$ cat src/rtl/prbs_stim_gen.sv
// prbs_stim_gen: PRBS-15 (x^15+x^14+1) stimulus source feeding the sim DUT.
// Emits one WIDTH-bit symbol every DIV clocks in bursts or continuously.
//
// Ports:
//   clk        - clock
//   reset      - synchronous, active-high reset
//   start      - begin a burst (honoured in IDLE or DONE only)
//   stop       - abort the current burst (honoured in RUN only)
//   d          - current symbol, held between strobes
//   d_valid    - one-cycle pulse in the cycle d updates
//   a          - toggles on every emitted symbol
//   busy       - high while running
//   done       - high once a finite burst has completed
//   sym_count  - symbols emitted in the current burst
module prbs_stim_gen #(
   parameter int          WIDTH   = 4,
   parameter int          DIV     = 4,
   parameter int          NUM_SYM = 16,
   parameter logic [14:0] SEED    = 15'h4000
) (
   input  logic             clk,
   input  logic             reset,
   input  logic             start,
   input  logic             stop,
   output logic [WIDTH-1:0] d,
   output logic             d_valid,
   output logic             a,
   output logic             busy,
   output logic             done,
   output logic [15:0]      sym_count
);

   localparam int DCW = (DIV > 1) ? $clog2(DIV) : 1;
   localparam logic [DCW-1:0] DIV_LAST = DCW'(DIV - 1);
   localparam logic [14:0] SEED_EFF =
      (SEED == 15'd0) ? 15'h0001 : SEED;
   localparam bit BURST = (NUM_SYM != 0);
   localparam logic [15:0] SYM_LAST = 16'(NUM_SYM - 1);

   if (WIDTH < 1 || WIDTH > 15) begin : g_width_chk
      $error("prbs_stim_gen: WIDTH must be 1..15");
   end
   if (DIV < 1) begin : g_div_chk
      $error("prbs_stim_gen: DIV must be >= 1");
   end
   if (NUM_SYM < 0 || NUM_SYM > 65535) begin : g_num_chk
      $error("prbs_stim_gen: NUM_SYM must be 0..65535");
   end

   typedef enum logic [1:0] {
      IDLE = 2'd0,
      RUN  = 2'd1,
      DONE = 2'd2
   } state_t;

   state_t state_q;
   state_t state_n;

   logic [14:0]      lfsr_q;
   logic [14:0]      lfsr_n;
   logic [DCW-1:0]   div_q;
   logic [DCW-1:0]   div_n;
   logic [WIDTH-1:0] d_n;
   logic             dv_n;
   logic             a_n;
   logic             busy_n;
   logic             done_n;
   logic [15:0]      cnt_n;

   logic launch;
   logic strobe;
   logic emit;
   logic last;

   // One symbol's worth of LFSR steps.
   function automatic logic [14:0] lfsr_adv(input logic [14:0] s);
      logic [14:0] t;
      t = s;
      for (int i = 0; i < WIDTH; i++) begin
         t = {t[13:0], t[14] ^ t[13]};
      end
      return t;
   endfunction

   logic [14:0] lfsr_step;
   assign lfsr_step = lfsr_adv(lfsr_q);

   assign launch = start && (state_q == IDLE || state_q == DONE);
   assign strobe = (state_q == RUN) && (div_q == DIV_LAST);
   // stop outranks a coincident strobe: no symbol is emitted.
   assign emit   = strobe && !stop;
   assign last   = BURST && (sym_count == SYM_LAST);

   // State register
   always_ff @(posedge clk) begin
      if (reset) begin
         state_q <= IDLE;
      end else begin
         state_q <= state_n;
      end
   end

   // Next-state logic
   always_comb begin
      state_n = state_q;
      unique case (state_q)
         IDLE: begin
            if (start) state_n = RUN;
         end
         RUN: begin
            if (stop)              state_n = IDLE;
            else if (strobe && last) state_n = DONE;
         end
         DONE: begin
            if (start) state_n = RUN;
         end
         default: state_n = IDLE;
      endcase
   end

   // Output / datapath next values
   always_comb begin
      lfsr_n = lfsr_q;
      div_n  = '0;
      d_n    = d;
      dv_n   = 1'b0;
      a_n    = a;
      cnt_n  = sym_count;
      busy_n = (state_n == RUN);
      done_n = (state_n == DONE);

      if (launch) begin
         cnt_n = 16'd0;
      end else if (state_q == RUN && !stop) begin
         div_n = strobe ? '0 : div_q + DCW'(1);
      end

      if (emit) begin
         lfsr_n = lfsr_step;
         d_n    = lfsr_step[WIDTH-1:0];
         dv_n   = 1'b1;
         a_n    = ~a;
         cnt_n  = sym_count + 16'd1;
      end
   end

   // Registered outputs and datapath
   always_ff @(posedge clk) begin
      if (reset) begin
         lfsr_q    <= SEED_EFF;
         div_q     <= '0;
         d         <= '0;
         d_valid   <= 1'b0;
         a         <= 1'b0;
         busy      <= 1'b0;
         done      <= 1'b0;
         sym_count <= 16'd0;
      end else begin
         lfsr_q    <= lfsr_n;
         div_q     <= div_n;
         d         <= d_n;
         d_valid   <= dv_n;
         a         <= a_n;
         busy      <= busy_n;
         done      <= done_n;
         sym_count <= cnt_n;
      end
   end

endmodule

$ cat config.mk
export PLATFORM = sky130hd
export DESIGN_NAME = prbs_stim_gen
export DESIGN_NICKNAME = d
export VERILOG_FILES = /design/src/rtl/prbs_stim_gen.sv
export SDC_FILE = /design/constraint.sdc
export NUM_CORES = 1
export LEC_CHECK = 0
export CAP_MARGIN = 20
export CORE_UTILIZATION = 52
export DETAILED_ROUTE_END_ITERATION = 10
export PLACE_DENSITY = 0.78
export SLEW_MARGIN = 25
export SYNTH_ARGS = -nofsm -noshare
export SYNTH_HDL_FRONTEND = slang
export SYNTH_SLANG_ARGS = --single-unit
$ cat constraint.sdc
create_clock -name clk -period 2.5 [get_ports clk]
set_clock_uncertainty 0.1 [all_clocks]
set_input_delay 0.25 -clock clk [delete_from_list [all_inputs] [get_ports clk]]
set_output_delay 0.25 -clock clk [all_outputs]
set_load 0.03 [all_outputs]
==> results.toml <==
[final_layout]
num_antenna_cells = 0
area_growth_pct = 23.6
stdcell_count = 269
regArea_um2 = 781
nFillCells = 261
drive_gt1_frac = 0.0622
multi_input_area_um2 = 842
final_net_count = 230
final_area_mm2 = 0.00208

[logic_synthesis]
ys_top_cells_by_area = "dfxtp_1 46%, nand2_1 8.0%, a21oi_1 5.7%, nor2_1 4.7%, a211oi_1 2.7%"
synth_cell_types = 39
synth_area_leader_cell = "dfxtp_1"
yosysMostFrequentCell = "dfxtp_1"
syn_inst = 200
synth_nets = 206
synth_edf_count = 0
yosysWarnings = 0
ys_top_cells_by_count = "39 x dfxtp_1, 36 x nand2_1, 21 x nor2_1"
syn_area_mm2 = 0.00168
synth_top_area_share = 0.465
yosysSeqAreaShare = 0.465
ys_seq_elements = 39
syn-mean-instance-area_um2 = 8.40
synthFlopType = "dfxtp_1"
async_flop_share = 0

[worst_setup_path]
critPathMaxFanout = 20
worstPathCellList = "ha_1 -> nor4bb_4 -> buf_4 -> nor2_1 -> a211oi_1"
worstPathArrival_ns = 2.20
cp-start-kind = "register"
path_class = "reg -> reg"
r2r_slack_ns = 0.48
max_stage_delay_ns = 0.63
r2r_end = "d[1]"
cp-end-kind = "register"
rr_startpoint = "div_q[0]"
path_buf_inv = 1
rr_worst_depth = 5
crit_start = "div_q[0]"
endpoint = "d[1]"
worst_ep_required_time_ns = 2.68
cp.depth = 5
cpMaxStageDelayCell = "nor4bb_4"
critPathTopFamily = "simple AND/OR/NAND/NOR gates"

[detailed_routing]
first_pass_iters = 4
vias = 1540
drtAntennaViolNets = 0
drt-wirelength-per-cell_um = 14.1
drt-total-wl_um = 3790
drc = 0
drt_iter0_markers = 92
viasPerCell = 5.72

[sta]
fmax_mhz = 494
setup_viol = 0
hold_viol = 0
fin_hold_ws_ns = 0.343
maxSlewViolCount = 0
tightest_slew_ns = 0.597
max-slew-margin-rel = 0.601
min_period_over_period = 0.810
tns_ns = 0
finalCriticalPeriod_ns = 2.02
rsz0062_at_grt = "false"

[global_routing]
track_usage = 0.247
antenna_found_initial = 0
grt_pass1_vias = 1401
grt_max_degree = 33
grt_pass1_wl_um = 6390
grt_overflow = 0

[power]
powerDensity_mw_per_mm2 = 572
ir_drop_mv = 0.336
cellLeakagePower_nw = 0.692

[floorplan]
rows = 20
coreArea_mm2 = 0.00305
die_area_mm2 = 0.00346
fp.dieW_um = 58.8
initial_core_util = 0.550
chipHeight_um = 58.8
io_pins = 28

[cts]
post_cts_buffers = 0
cts.sinks = 39
clk_pin_slew_ns = 0.11
clkLatencyLatePin_ns = 0.35
cts_tree = "done"
h-tree-depth = 2
ctsHoldBuffers = 0
ctsResizeCount = 0
cts_root_buffer = "clkbuf_4"
clk_path_buf_depth = 2
cts_made_buffers = 5

[placement]
placed_cells = 261
gp_congestion = 0.858
placed_area_mm2 = 0.00197
port_buffers = 27
dp_hpwl_um = 2570

[status]
status = "finished, final reports clean"

[worst_hold_path]
hold_class = "reg -> reg"

[flow_run]
max_cap_viol_count = 0
-- cells in the final DEF (no fill, tap or decap), types with 5 or more instances in the layout --
cell,instances
a21oi_1,19
nor4_1,5
nand4_1,6
dfxtp_1,39
clkbuf_4,5
clkdlybuf4s50_1,27
nor2_1,21
nand3_1,7
xnor2_1,5
a211oi_1,6
nand2_1,36
-- sequential cells by signal, indices dropped and copies added (netlist names) --
signal / count
a: 1
busy: 1
d: 3
d_valid: 1
div_q: 2
done: 1
lfsr_q: 12
state_q: 2
sym_count: 16
-- worst min-delay path by stage --
stage	start	end	slack [ns]	cells past startpoint
finish	div_q[0]	div_q[0]	0.34	1
global route	div_q[0]	div_q[0]	0.36	1
CTS	div_q[0]	div_q[0]	0.35	1
detailed placement	div_q[0]	div_q[0]	0.33	1
global placement	div_q[0]	div_q[0]	0.32	1
floorplan	div_q[0]	div_q[0]	0.31	1
-- power breakdown --
part | internal (mW) | leakage, nW | switching [mW]
Combinational | 0.0144 | 0.325 | 0.0238
Clock | 0.312 | 0.0525 | 0.211
Sequential | 0.624 | 0.315 | 0.00225
-- layout make-up --
type / count / area share
sequential: 39 / 0.376
timing repair buffer: 30 / 0.141
inverter: 1 / 0.00181
multi-input combinational: 147 / 0.406
tap: 44 / 0.0265
clock inverter: 2 / 0.0289
clock buffer: 6 / 0.0199
-- kinds of logic (layout without fill, tap and decap cells) --
family / Yosys count / in the layout / share of synthesized area
and+or+nand+nor: 100 / 100 / 0.300
AOI/OAI and AO/OA: 35 / 35 / 0.122
xor gates and xnor gates: 7 / 7 / 0.0365
buffers and inverters: 14 / 39 / 0.0425
DFF: 39 / 39 / 0.465
muxes: 3 / 3 / 0.0186
adders and majority gates: 2 / 2 / 0.0149
-- metrics by stage --
| step | power, mW | worst slack, ns | util |
|---|---|---|---|
| floorplan | 0.663 | 0.586 | - |
| global placement | 0.678 | 0.316 | 0.647 |
| detailed placement | 0.678 | 0.239 | 0.647 |
| CTS | 1.20 | 0.450 | 0.680 |
| global route | 1.23 | 0.287 | 0.680 |
| finish | 1.19 | 0.476 | 0.680 |
-- layer usage --
layer	up-vias	wire length [µm]	track usage
li1	752	-	-
met1	728	1690	0.331
met2	55	1800	0.354
met3	5	248	0.0901
met4	0	52	0.109
met5	-	0	0
No activity file was read; power rests on OpenSTA's default activity.
